**src/rtl/sync_frame_sequencer.sv**
```systemverilog
// sync_frame_sequencer
//   Starts one acquisition frame per accepted sync strobe: snapshots the way
//   meter and system timer, drives the probe transmit pulse, waits the dead
//   delay, opens the ADC acquisition gate, then offers a frame header over a
//   valid/ready handshake. Syncs arriving while a frame runs are counted.
//
// Ports
//   clk, rst_n            clock, asynchronous active-low reset
//   i_enable              allows new frame starts
//   i_sync                single-cycle sync strobe
//   i_way_meter           way meter, snapshotted at frame start
//   i_system_timer        system timer, snapshotted at frame start
//   i_pulse_width         tx pulse length in cycles (0 = none)
//   i_acq_delay           dead delay between pulse and gate (0 = none)
//   i_acq_len             gate length in cycles (0 = none)
//   o_frame_start         one-cycle strobe in the first frame cycle
//   o_tx_pulse            probe transmit pulse
//   o_acq_gate            ADC acquisition window
//   o_busy                frame in progress
//   o_hdr_valid/i_hdr_ready  header handshake
//   o_hdr_frame/way/time  header fields
//   o_overrun_cntr        saturating count of rejected syncs
module sync_frame_sequencer #(
    parameter int PW_W  = 8,
    parameter int DLY_W = 16,
    parameter int LEN_W = 16
) (
    input  logic             clk,
    input  logic             rst_n,
    input  logic             i_enable,
    input  logic             i_sync,
    input  logic [31:0]      i_way_meter,
    input  logic [31:0]      i_system_timer,
    input  logic [PW_W-1:0]  i_pulse_width,
    input  logic [DLY_W-1:0] i_acq_delay,
    input  logic [LEN_W-1:0] i_acq_len,
    output logic             o_frame_start,
    output logic             o_tx_pulse,
    output logic             o_acq_gate,
    output logic             o_busy,
    output logic             o_hdr_valid,
    input  logic             i_hdr_ready,
    output logic [31:0]      o_hdr_frame,
    output logic [31:0]      o_hdr_way,
    output logic [31:0]      o_hdr_time,
    output logic [15:0]      o_overrun_cntr
);

    // One shared phase counter, wide enough for the largest phase field.
    localparam int CNT_W = (PW_W > DLY_W) ? ((PW_W > LEN_W) ? PW_W : LEN_W)
                                          : ((DLY_W > LEN_W) ? DLY_W : LEN_W);

    typedef enum logic [2:0] {IDLE, PULSE, DELAY, ACQ, HDR} state_e;

    state_e           state_q, state_d;
    logic [CNT_W-1:0] cnt_q, cnt_d;
    logic [DLY_W-1:0] dly_q, dly_d;
    logic [LEN_W-1:0] len_q, len_d;
    logic [31:0]      frame_q, frame_d;
    logic [31:0]      way_q, way_d;
    logic [31:0]      time_q, time_d;
    logic [15:0]      ovr_q, ovr_d;
    logic             fs_q, fs_d;
    logic             start;

    assign start = (state_q == IDLE) && i_sync && i_enable;

    // cnt_q holds the number of cycles remaining in the current phase after
    // this one; zero-length phases are skipped by looking ahead at entry.
    always_comb begin
        state_d = state_q;
        cnt_d   = cnt_q;
        dly_d   = dly_q;
        len_d   = len_q;
        frame_d = frame_q;
        way_d   = way_q;
        time_d  = time_q;
        ovr_d   = ovr_q;
        fs_d    = 1'b0;

        if (i_sync && (state_q != IDLE) && (ovr_q != '1)) begin
            ovr_d = ovr_q + 16'd1;
        end

        case (state_q)
            IDLE: begin
                if (start) begin
                    fs_d    = 1'b1;
                    frame_d = frame_q + 32'd1;
                    way_d   = i_way_meter;
                    time_d  = i_system_timer;
                    dly_d   = i_acq_delay;
                    len_d   = i_acq_len;
                    if (i_pulse_width != '0) begin
                        state_d = PULSE;
                        cnt_d   = CNT_W'(i_pulse_width) - CNT_W'(1);
                    end else if (i_acq_delay != '0) begin
                        state_d = DELAY;
                        cnt_d   = CNT_W'(i_acq_delay) - CNT_W'(1);
                    end else if (i_acq_len != '0) begin
                        state_d = ACQ;
                        cnt_d   = CNT_W'(i_acq_len) - CNT_W'(1);
                    end else begin
                        state_d = HDR;
                    end
                end
            end
            PULSE: begin
                if (cnt_q != '0) begin
                    cnt_d = cnt_q - CNT_W'(1);
                end else if (dly_q != '0) begin
                    state_d = DELAY;
                    cnt_d   = CNT_W'(dly_q) - CNT_W'(1);
                end else if (len_q != '0) begin
                    state_d = ACQ;
                    cnt_d   = CNT_W'(len_q) - CNT_W'(1);
                end else begin
                    state_d = HDR;
                end
            end
            DELAY: begin
                if (cnt_q != '0) begin
                    cnt_d = cnt_q - CNT_W'(1);
                end else if (len_q != '0) begin
                    state_d = ACQ;
                    cnt_d   = CNT_W'(len_q) - CNT_W'(1);
                end else begin
                    state_d = HDR;
                end
            end
            ACQ: begin
                if (cnt_q != '0) begin
                    cnt_d = cnt_q - CNT_W'(1);
                end else begin
                    state_d = HDR;
                end
            end
            HDR: begin
                if (i_hdr_ready) begin
                    state_d = IDLE;
                end
            end
            default: state_d = IDLE;
        endcase
    end

    always_ff @(posedge clk or negedge rst_n) begin
        if (!rst_n) begin
            state_q <= IDLE;
            cnt_q   <= '0;
            dly_q   <= '0;
            len_q   <= '0;
            frame_q <= '0;
            way_q   <= '0;
            time_q  <= '0;
            ovr_q   <= '0;
            fs_q    <= 1'b0;
        end else begin
            state_q <= state_d;
            cnt_q   <= cnt_d;
            dly_q   <= dly_d;
            len_q   <= len_d;
            frame_q <= frame_d;
            way_q   <= way_d;
            time_q  <= time_d;
            ovr_q   <= ovr_d;
            fs_q    <= fs_d;
        end
    end

    assign o_frame_start  = fs_q;
    assign o_tx_pulse     = (state_q == PULSE);
    assign o_acq_gate     = (state_q == ACQ);
    assign o_hdr_valid    = (state_q == HDR);
    assign o_busy         = (state_q != IDLE);
    assign o_hdr_frame    = frame_q;
    assign o_hdr_way      = way_q;
    assign o_hdr_time     = time_q;
    assign o_overrun_cntr = ovr_q;

endmodule

```
**config.mk**
```make
export PLATFORM = sky130hd
export DESIGN_NAME = sync_frame_sequencer
export DESIGN_NICKNAME = d
export VERILOG_FILES = /design/src/rtl/sync_frame_sequencer.sv
export SDC_FILE = /design/constraint.sdc
export NUM_CORES = 1
export LEC_CHECK = 0
export ABC_CLOCK_PERIOD_IN_PS = 2500
export CORE_ASPECT_RATIO = 1.25
export CORE_MARGIN = 5
export CORE_UTILIZATION = 30
export CTS_CLUSTER_DIAMETER = 100
export CTS_CLUSTER_SIZE = 20
export DETAILED_ROUTE_END_ITERATION = 8
export DONT_BUFFER_PORTS = 1
export HOLD_SLACK_MARGIN = 0.15
export SYNTH_ARGS = -nofsm -noshare
export SYNTH_HDL_FRONTEND = slang
export SYNTH_SLANG_ARGS = --single-unit
```
**constraint.sdc**
```tcl
create_clock -name clk -period 2.5 [get_ports clk]
set_clock_uncertainty 0.05 [all_clocks]
set_input_delay 0.125 -clock clk [delete_from_list [all_inputs] [get_ports clk]]
set_output_delay 0.125 -clock clk [all_outputs]
set_load 0.01 [all_outputs]
```
After elaboration in Yosys (flattened, before gate mapping)
Cells that the tools add are included.

cells by class
  eq/ne operators = 12
  mux-type cells = 23
  reduce and logical (&&, ||, !) cells = 16
  add/subtract/negate cells = 8

operators by type and width
  operator                                              number
  2-to-1 mux 16 bit                                     9
  nonzero test 16 bit                                   5
  subtractor 16 x 1 -> 16 bit (second input constant)   5
  one-hot mux 16 bit (4 select lines)                   1
  adder 32 x 1 -> 32 bit (second input constant)        1
  2-to-1 mux 3 bit                                      10
  adder 16 x 1 -> 16 bit (second input constant)        1
  != test 16 bit (second input constant)                1
  one-hot mux 3 bit (5 select lines)                    1
  subtractor 8 x 1 -> 9 bit (second input constant)     1
  != test 2 bit (second input constant)                 4
  nonzero test 8 bit                                    1
  equality test 3 x 2 -> 1 bit (second input constant)  2
  AND reduction 5 bit                                   1
  logical AND 1 bit                                     4
  != test 2 x 1 -> 1 bit (second input constant)        2
  != test 4 x 1 -> 1 bit (second input constant)        1
  AND reduction 4 bit                                   1
  nonzero test 4 bit                                    1
  equality test 3 x 1 -> 1 bit (second input constant)  1
  equality test 3 bit (second input constant)           1
  logical NOT 3 bit                                     1
  nonzero test 3 bit                                    1
  2-to-1 mux 1 bit                                      2
  AND reduction 2 bit                                   1

storage, ports and cells
  register bits after elaboration = 164
  logic and storage cells = 68
  bits of input ports = 109

Longest topological paths before layout
Gate-level depths: netlist (run 1).

  word-level depth = 6
  mapped depth = 12
  depth with buffers taken out = 11

Worst setup path before layout (run 1)
No wires, ideal clock.

  path type = in2reg
  start point = in i_acq_delay[13]
  end point = reg cnt_q[14]
  slack = -0.152 ns
  required time = 2.355 ns
  setup time = 0.095 ns
  stages = 12
  path buffers = 1
  data arrival time = 2.506 ns
  cells stage by stage = nor3_2 -> nand4_1 -> nor2_1 -> buf_2 -> a21oi_1 -> ha_1 -> and2_1 -> o21ai_0 -> or4_1 -> mux2i_1 -> a31oi_1 -> o31ai_1

on the way
  cells in the longest elaborated chain, start to end = 5

RTL lines
  item                                                                line    RTL
  start, declared                                                     35      input logic [DLY_W-1:0] i_acq_delay,
  subtractor 16 x 1 -> 16 bit or nonzero test 16 bit (tied branches)  99, 97
  2-to-1 mux 16 bit                                                   97      end else if (i_acq_delay != '0) begin
  2-to-1 mux 16 bit                                                   94      if (i_pulse_width != '0) begin
  2-to-1 mux 16 bit                                                   87      if (start) begin
  one-hot mux 16 bit (4 select lines)                                 85      case (state_q)
  end signal, assigned                                                160     cnt_q <= cnt_d;
  end, declared                                                       56      logic [CNT_W-1:0] cnt_q, cnt_d;

Several ways; a longest one is shown, not always the timed one. The select of a mux whose other input is x is not followed.
A chain may end at the register's enable or synchronous reset.

Worst setup path in the final report (run 1)
  start point = reg cnt_q[1]
  end point = reg cnt_q[6]

on the way
  cells in the longest elaborated chain, start to end = 3

RTL lines
  item                                                                        line  RTL
  subtractor 16 x 1 -> 16 bit or nonzero test 16 bit (tied branches)          -
  2-to-1 mux 16 bit, or another cell as far along                             132   if (cnt_q != '0) begin
  one-hot mux 16 bit (4 select lines) or AND reduction 4 bit (tied branches)  -

Several ways; a longest one is shown, not always the timed one. The select of a mux whose other input is x is not followed.

==> qor.csv, run 1 <==
metric,value,unit
tritoncts,done,
finalCriticalPeriod,2.44,ns
drive_above_1_share,23.5,%
clock_sink_count,164,
setup_viol,0,
synth.net_count,994,
syn_area_per_cell,10.4,um^2
reg2reg_to,cnt_q[6],
cp_num_buf_inv,1,
cts_hold_buf,112,
p_per_area,1040,nW/um^2
fmax,411,MHz
ys.flop_type,dfrtp_1,
final_util,39.6,%
outcome,"complete, but fails checks",
fin_crit_sh,97.4,%
core-area,29900,um^2
clk_path_buf_depth,2,
remaining_drc_errors,0,
max_cap_viol_count,0,
synthTopCellsByArea,"dfrtp_1 (45%), mux2_2 (12%), xnor2_1 (5.1%)",
port_buffers,0,
ios,226,
ys_seq_elements,164,
globalRouteOverflowTotal,0,
postRouteAntennaNets,0,
fillers,2876,
htree_levels,4,
die_w,165,um
cp_max_fo,8,
die-area,33800,um^2
yosysSeqAreaShare,45.3,%
tightest_slew,0.546,ns
irDropWorstVdd,0.713,mV
grt_max_degree,165,
yosysTopAreaCell,dfrtp_1,
critPathArrivalTime,2.67,ns
whs,-0.668,ns
synth_top_area_share,45.3,%
worstSetupStartpointType,flip-flop,
p_leak,4.77,nW
grt_pass1_vias,8301,
wl,30700,um
first_iter_violations,618,
synth-edff-count,0,
cp_top_family,simple AND/OR/NAND/NOR gates,
gp_congestion,0.905,
grt_pass1_wl,47800,um
tns,0,ns
syn_area,9060,um^2
grtUsageTotal,18.2,%
syn_inst,875,
synth_common_cells,"dfrtp_1 (164), mux2_2 (94), nor2_1 (61), nand2_1 (57), xnor2_1 (53)",
numCtsBuffers,17,
fin_total_pwr,12.4,mW
rrSetupSlack,0.06,ns
vias,7904,
postSynth.asyncResetShare,100,%
rsz0062_at_grt,false,
clkLatencyLatePin,0.44,ns
r2r-start,cnt_q[1],
synth_most_common_cell,dfrtp_1,
place_hpwl,21600,um
violations,negative hold slack,
antenna_found_initial,0,
vias_per_cell,5.36,
report.final.slew_viol_count,0,
num_rows,71,
cts_root_buf,clkbuf_16,
wl_per_cell,20.9,um
hold_viol,164,
antennaDiodeCount,0,
crit_type,flip-flop to flip-flop,
area_growth,30.9,%
hp-class,input pin to async pin,
cp.required,2.74,ns
crit_chain,"inv_1, ha_2, nor4b_4, and4_1, nand3_1, o211ai_4, nor2_1, o211ai_1, o221ai_1",
start_util,30.3,%
nets,1179,
cp_slowest_cell,dfrtp_1,
setup.worst_path.end_class,flip-flop,
die_height,204,um
ys_types,71,
ys_warn_count,0,
max_stage_delay,0.38,ns
drtPass1Iterations,6,
path_clk_slew,0.07,ns
relSlewSlack,63.3,%
r2r_cells,9,
-- placed cells by master, fill, tap and decap left out, types with 4 or more instances in the layout --
master and n:
a211oi_1 12, a21oi_1 36, a31oi_1 10, and3_1 14, and4_1 9, buf_12 4, buf_4 85, clkbuf_16 17
dfrtp_1 164, dlygate4sd3_1 112, ha_1 9, inv_1 19, mux2_2 94, mux2i_1 4, nand2_1 57, nand2b_1 7
nand3_1 27, nand4_1 22, nor2_1 59, nor2b_1 6, nor3_1 29, nor3_2 4, nor4_1 15, nor4_2 6
o211ai_1 4, o21a_1 4, o21ai_0 36, o21ai_1 9, o22ai_1 11, o31ai_1 7, or2_2 5, or3_1 7
or4_1 8, xnor2_1 53, xor2_1 29
-- cell families (layout without fill, tap and decap cells) --
logic type | after synthesis | in the layout | share of synthesized area [%]
fa+ha+maj | 10 | 10 | 1.38
compound gates | 168 | 168 | 12.3
mux | 98 | 98 | 12.1
buf+inv | 54 | 252 | 2.49
xor+xnor | 82 | 82 | 7.93
flops | 164 | 164 | 45.3
simple gates | 299 | 299 | 18.5
-- through the flow --
step                      std cells  worst slack [ns]  area [um^2]
after CTS                      1472            0.0262        11800
after global routing           1474          0.000516        11900
after floorplan                 875           0.00277         9070
after global placement         1328           -0.0148        10100
after detailed placement       1328          -0.00237        10100
final                          1474            0.0645        11900
-- layout make-up --
class,instances,area [um^2],area share [%]
Inverter,19,71.3,0.601
Sequential cell,164,4100,34.6
Multi-Input combinational cell,657,4790,40.4
Clock inverter,13,101,0.854
Clock buffer,19,453,3.82
Timing Repair Buffer,201,1840,15.5
Tap cell,401,502,4.23
-- timing repair --
item,CTS,global route
setup buffers,0,2
hold endpoints to repair,284,164
resized for setup,1,9
pin swaps,0,3
setup endpoints to repair,1,15
-- registers in the layout (all words and copies together) (netlist names) --
| name | cells |
|---|---|
| state_q | 3 |
| cnt_q | 16 |
| o_hdr_frame | 32 |
| dly_q | 16 |
| o_frame_start | 1 |
| len_q | 16 |
| o_hdr_way | 32 |
| o_overrun_cntr | 16 |
| o_hdr_time | 32 |
-- report_power, final --
part | internal, mW | switching [mW] | total, mW
logic | 2.42 | 2.43 | 4.85
registers | 3.70 | 1.33 | 5.03
clock network | 1.34 | 1.15 | 2.48
total | 7.46 | 4.90 | 12.4
-- worst max path at each step --
stage | to | slack, ns | cells after the start | from
after detailed placement | cnt_q[6] | -0.002 | 7 | i_acq_len[10]
after global placement | cnt_q[6] | -0.01 | 7 | i_acq_len[10]
after floorplan | cnt_q[14] | 0.003 | 12 | i_acq_delay[13]
after CTS | cnt_q[6] | 0.03 | 9 | cnt_q[1]
after global routing | cnt_q[4] | 0.0005 | 7 | dly_q[11]
final | cnt_q[6] | 0.06 | 9 | cnt_q[1]
-- layer usage --
layer	part of all wire [%]	global-route usage [%]	up-vias
li1	-	-	3601
met1	37	20.3	3855
met2	51	32.1	346
met3	6.8	4.42	102
met4	4.9	8.58	0
met5	0	0	-
Note: power is estimated with default switching activity, not from simulation.
==> run 2, diff against run 1 <==
--- a/config.mk
+++ b/config.mk
@@ -8,12 +8,13 @@
 export ABC_CLOCK_PERIOD_IN_PS = 2500
 export CORE_ASPECT_RATIO = 1.25
 export CORE_MARGIN = 5
-export CORE_UTILIZATION = 30
+export CORE_UTILIZATION = 50
 export CTS_CLUSTER_DIAMETER = 100
 export CTS_CLUSTER_SIZE = 20
 export DETAILED_ROUTE_END_ITERATION = 8
 export DONT_BUFFER_PORTS = 1
 export HOLD_SLACK_MARGIN = 0.15
+export PLACE_DENSITY = 0.68
 export SYNTH_ARGS = -nofsm -noshare
 export SYNTH_HDL_FRONTEND = slang
 export SYNTH_SLANG_ARGS = --single-unit
==> qor.csv, run 2 (same netlist as run 1, synthesis figures left out) <==
metric,value,unit,change
final_common_cell,dfrtp_1,,
clk_path_buf_depth,2,,unchanged
drive_above_1_share,23.3,%,-0.19 points
grt_pass1_wl,47100,um,-1.5%
relSlewSlack,58.4,%,-4.9 points
irDropWorstVdd,0.776,mV,+8.8%
grt_pass1_vias,8346,,+0.54%
final_cell_mix,"dfrtp_1 (164), dlygate4sd3_1 (112), mux2_2 (94)",,
clock_sink_count,164,,unchanged
wl_per_cell,23.3,um,+12%
remaining_drc_errors,0,,unchanged
final_util,65.1,%,+25 points
p_leak,4.79,nW,+0.46%
core-area,18000,um^2,-40%
cts_hold_buf,112,,unchanged
postRouteAntennaNets,0,,unchanged
outcome,"complete, but fails checks",,
area_growth,29.0,%,
hold_viol,164,,unchanged
wl,30200,um,-1.8%
report.final.slew_viol_count,0,,unchanged
place_hpwl,20900,um,-3.0%
fin_crit_sh,96.1,%,-1.3 points
violations,negative hold slack,,
path_clk_slew,0.08,ns,about the same
critPathArrivalTime,2.67,ns,about the same
nets,1175,,-0.34%
ios,226,,unchanged
vias,8099,,+2.5%
die_w,130,um,-21%
cts_root_buf,clkbuf_16,,
gp_congestion,1.05,,+16%
first_iter_violations,989,,+60%
numCtsBuffers,17,,unchanged
fmax,416,MHz,+1.3%
tritoncts,done,,
antenna_found_initial,0,,unchanged
fin_total_pwr,12.7,mW,+2.9%
start_util,50.4,%,+20 points
die_height,161,um,-21%
worstSetupStartpointType,flip-flop,,
rrSetupSlack,0.1,ns,+0.03 ns
tightest_slew,0.623,ns,+0.0770 ns
hp-class,input pin to async pin,,
grt_max_degree,165,,unchanged
htree_levels,4,,unchanged
finalCriticalPeriod,2.40,ns,-0.0322 ns
drtPass1Iterations,5,,-1
vias_per_cell,6.24,,+16%
clkLatencyLatePin,0.44,ns,about the same
num_rows,55,,-23%
globalRouteOverflowTotal,0,,unchanged
p_per_area,1090,nW/um^2,+4.4%
crit_type,flip-flop to flip-flop,,
setup_viol,0,,unchanged
whs,-0.677,ns,-0.00895 ns
port_buffers,0,,unchanged
tns,0,ns,unchanged
cp.required,2.77,ns,+0.03 ns
cp_max_fo,4,,-4
timing.final.ws_setup,0.0967,ns,+0.0322 ns
antennaDiodeCount,0,,unchanged
setup.worst_path.end_class,flip-flop,,
max_cap_viol_count,0,,unchanged
r2r_cells,6,,-3
dp_worst_setup_slack,0.00671,ns,+0.00909 ns
die-area,20900,um^2,-38%
grtUsageTotal,29.0,%,+11 points
==> run 2: final cells by class <==
cell class | instances | area, um^2
Fill cell | 1354 | 6270
Multi-Input combinational cell | 657 | 4800
Sequential cell | 164 | 4100
Timing Repair Buffer | 197 | 1800
Clock buffer | 17 | 425
Tap cell | 228 | 285
Clock inverter | 15 | 204
Inverter | 19 | 71.3
==> run 2: routing by layer <==
metal,part of all wire [%],vias to the layer above,wire (um),global-route usage [%]
li1,-,3599,-,-
met1,35,3877,10600,33.6
met2,50,492,15100,48.7
met3,9.7,131,2920,9.15
met4,5.0,0,1500,13.0
met5,0,-,0,0
==> run 2: path summary, 6_finish.rpt <==
check                            startpoint              end
hold reg to reg             o_hdr_frame[31]  o_hdr_frame[31]
min in group clk           i_pulse_width[4]         cnt_q[5]
setup / recovery                   len_q[3]         cnt_q[9]
setup reg to reg                   len_q[3]         cnt_q[9]
max in group asynchronous             rst_n  o_hdr_frame[18]
hold / removal                        rst_n         cnt_q[9]
==> run 2: what timing repair did <==
item                                   in CTS  in global routing
setup endpoints to repair                   0                 11
setup buffers                               0                  3
endpoints found under the hold margin     283                164
resized for setup                           0                 14
==> run 2: worst max-delay path, stage by stage, from the launching register on <==
cell	delay, ns
dfrtp_1	0.37
or4_1	0.60
or4_1	0.51
xor2_1	0.24
a21oi_1	0.11
a211oi_1	0.29
a211oi_2	0.11
==> run 2: metrics by stage <==
step                      instance area, um^2  hold slack, ns  std cells
after floorplan                          9070          -0.221        875
after global placement                   9860          -0.209       1150
after detailed placement                 9860          -0.208       1150
after CTS                               11600          -0.671       1294
after global routing                    11700          -0.690       1297
final                                   11700          -0.677       1297
==> run 2: report_power, final <==
group	switching (mW)	internal (mW)	total, mW
clock	1.32	1.46	2.79
sequential	1.36	3.69	5.06
combinational	2.48	2.40	4.88
total	5.17	7.56	12.7
==> run 3, diff against run 2 <==
--- a/config.mk
+++ b/config.mk
@@ -6,15 +6,15 @@
 export NUM_CORES = 1
 export LEC_CHECK = 0
 export ABC_CLOCK_PERIOD_IN_PS = 2500
+export BUFFER_PORTS_ARGS = -buffer_cell sky130_fd_sc_hd__buf_2
 export CORE_ASPECT_RATIO = 1.25
 export CORE_MARGIN = 5
-export CORE_UTILIZATION = 50
+export CORE_UTILIZATION = 49
 export CTS_CLUSTER_DIAMETER = 100
 export CTS_CLUSTER_SIZE = 20
 export DETAILED_ROUTE_END_ITERATION = 8
-export DONT_BUFFER_PORTS = 1
 export HOLD_SLACK_MARGIN = 0.15
-export PLACE_DENSITY = 0.68
+export PLACE_DENSITY = 0.77
 export SYNTH_ARGS = -nofsm -noshare
 export SYNTH_HDL_FRONTEND = slang
 export SYNTH_SLANG_ARGS = --single-unit
==> qor.csv, run 3 (same netlist as run 1, synthesis figures left out) <==
metric,value,unit,change
outcome,finished clean,,
grtUsageTotal,29.0,%,about the same
vias_per_cell,5.93,,-5.0%
hold_viol,0,,-100%
final_cell_mix,"buf_2 (224), dfrtp_1 (164), buf_4 (102)",,
setup_viol,0,,unchanged
vias,9094,,+12%
htree_levels,4,,unchanged
grt_pass1_wl,50200,um,+6.6%
hp-class,input pin to flip-flop,,
timing.final.ws_setup,0.0259,ns,-0.0709 ns
place_hpwl,22300,um,+6.7%
irDropWorstVdd,0.754,mV,-2.9%
num_rows,55,,unchanged
postRouteAntennaNets,0,,unchanged
postLayoutCellArea,12900,um^2,+11%
sequentialPowerShare,34.8,%,-4.9 points
regArea,4100,um^2,unchanged
hold_path_depth,3,,
wl_per_cell,20.5,um,-12%
fmax,404,MHz,-2.9%
max_cap_viol_count,0,,unchanged
intPower,7.99,mW,+5.6%
report.final.slew_viol_count,0,,unchanged
remaining_drc_errors,0,,unchanged
clkPwrFrac,20.2,%,-1.7 points
worstSetupStartpointType,input pin,,
core-area,18200,um^2,+1.1%
numCtsBuffers,17,,unchanged
setup.worst_path.end_class,flip-flop,,
die_w,132,um,+0.94%
cp_max_fo,5,,+1
drtPass1Iterations,9,,+4
fin_crit_sh,99.0,%,+2.8 points
clk_path_buf_depth,2,,unchanged
cp.required,2.75,ns,-0.02 ns
p_leak,5.81,nW,+21%
port_buffers,225,,+225
multi_input_area,4850,um^2,+0.91%
ios,226,,unchanged
wl,31400,um,+4.1%
crit_type,input pin to flip-flop,,
die_height,162,um,+0.95%
clkLatencyLatePin,0.43,ns,about the same
p_per_area,1030,nW/um^2,-5.5%
tritoncts,done,,
fin_total_pwr,13.3,mW,+4.5%
final_common_cell,buf_2,,
path_clk_slew,0.07,ns,about the same
cts_root_buf,clkbuf_16,,
globalRouteOverflowTotal,0,,unchanged
grt_pass1_vias,9595,,+15%
drive_above_1_share,38.7,%,+15 points
nets,1411,,+20%
critPathArrivalTime,2.73,ns,+0.06 ns
start_util,49.9,%,-0.57 points
antennaDiodeCount,0,,unchanged
switching_share,40.0,%,-0.63 points
r2r_cells,6,,unchanged
clock_sink_count,164,,unchanged
fillers,1300,,-4.0%
first_iter_violations,1021,,+3.2%
gp_congestion,0.986,,-5.8%
area_growth,42.7,%,
p_sw,5.32,mW,+2.9%
antenna_found_initial,0,,unchanged
die-area,21300,um^2,+1.9%
tightest_slew,0.611,ns,-0.0111 ns
grt_max_degree,57,,-65%
dpl_cell_area,11100,um^2,+13%
power_frac_comb,44.9,%,+6.5 points
finalCriticalPeriod,2.47,ns,+0.0709 ns
relSlewSlack,59.1,%,+0.74 points
dp_worst_setup_slack,-0.126,ns,-0.133 ns
[run 3: path summary, 6_finish.rpt]
| path | start | end | slack [ns] |
|---|---|---|---|
| worst min register to register | o_hdr_frame[31] | o_hdr_frame[31] | 0.42 |
| worst max-delay path | i_acq_delay[1] | cnt_q[9] | 0.03 |
| worst min-delay path | i_sync | o_overrun_cntr[0] | 0.17 |
| max in group asynchronous | rst_n | cnt_q[10] | 1.47 |
| worst max register to register | len_q[3] | cnt_q[9] | 0.10 |
| min in group asynchronous | rst_n | o_hdr_time[17] | 0.20 |
[run 3: power groups by stage]
stage	Combinational, mW	Sequential (mW)	Clock [mW]
floorplan	2.94	4.78	0
global placement	5.49	4.56	0
detailed placement	5.60	4.61	0
CTS	5.76	4.57	2.72
global route	6.42	4.78	2.84
finish	5.98	4.64	2.69
[run 3: metal layers]
metal,global-route usage [%],up-vias,wire length [um]
met5,0,-,0
met2,50.6,494,15900
met4,16.8,0,1880
met1,32.8,4371,11100
met3,6.07,155,2520
li1,-,4074,-
[run 3: repair_timing]
item | 4_1_cts | 5_1_grt
buffers inserted | 0 | 8
hold buffers | 101 | 0
resized for setup | 1 | 23
setup endpoints to repair | 1 | 14
pin swaps | 0 | 4
cloned | 0 | 0
hold endpoints to repair | 264 | 0
[run 3: worst max-delay path: stages]
cell and delay, ns:
buf_2 0.12, dlygate4sd3_1 0.56, buf_4 0.17, or4_4 0.54, nor3_2 0.13, o21ai_1 0.10
buf_4 0.17, o31a_1 0.27, a211o_1 0.30, a21oi_1 0.18, a211oi_2 0.05
[run 3: final cells by class]
cell class	instances	area share, %
clock buffers	17	3.29
clock inverters	15	1.44
flip-flops and latches	164	31.7
repair buffers	433	23.3
multi-input cells	657	37.5
inverters	19	0.552
well taps	228	2.21
[run 3: per-stage QoR]
step / instances / setup TNS (ns) / util, % / hold slack, ns
floorplan: 875 / 0 / - / -0.221
global placement: 1392 / -0.102 / 61.3 / 0.0717
detailed placement: 1392 / -0.517 / 61.3 / 0.0660
CTS: 1525 / 0 / 70.3 / 0.151
global route: 1533 / -0.0121 / 71.2 / 0.182
finish: 1533 / 0 / 71.2 / 0.165
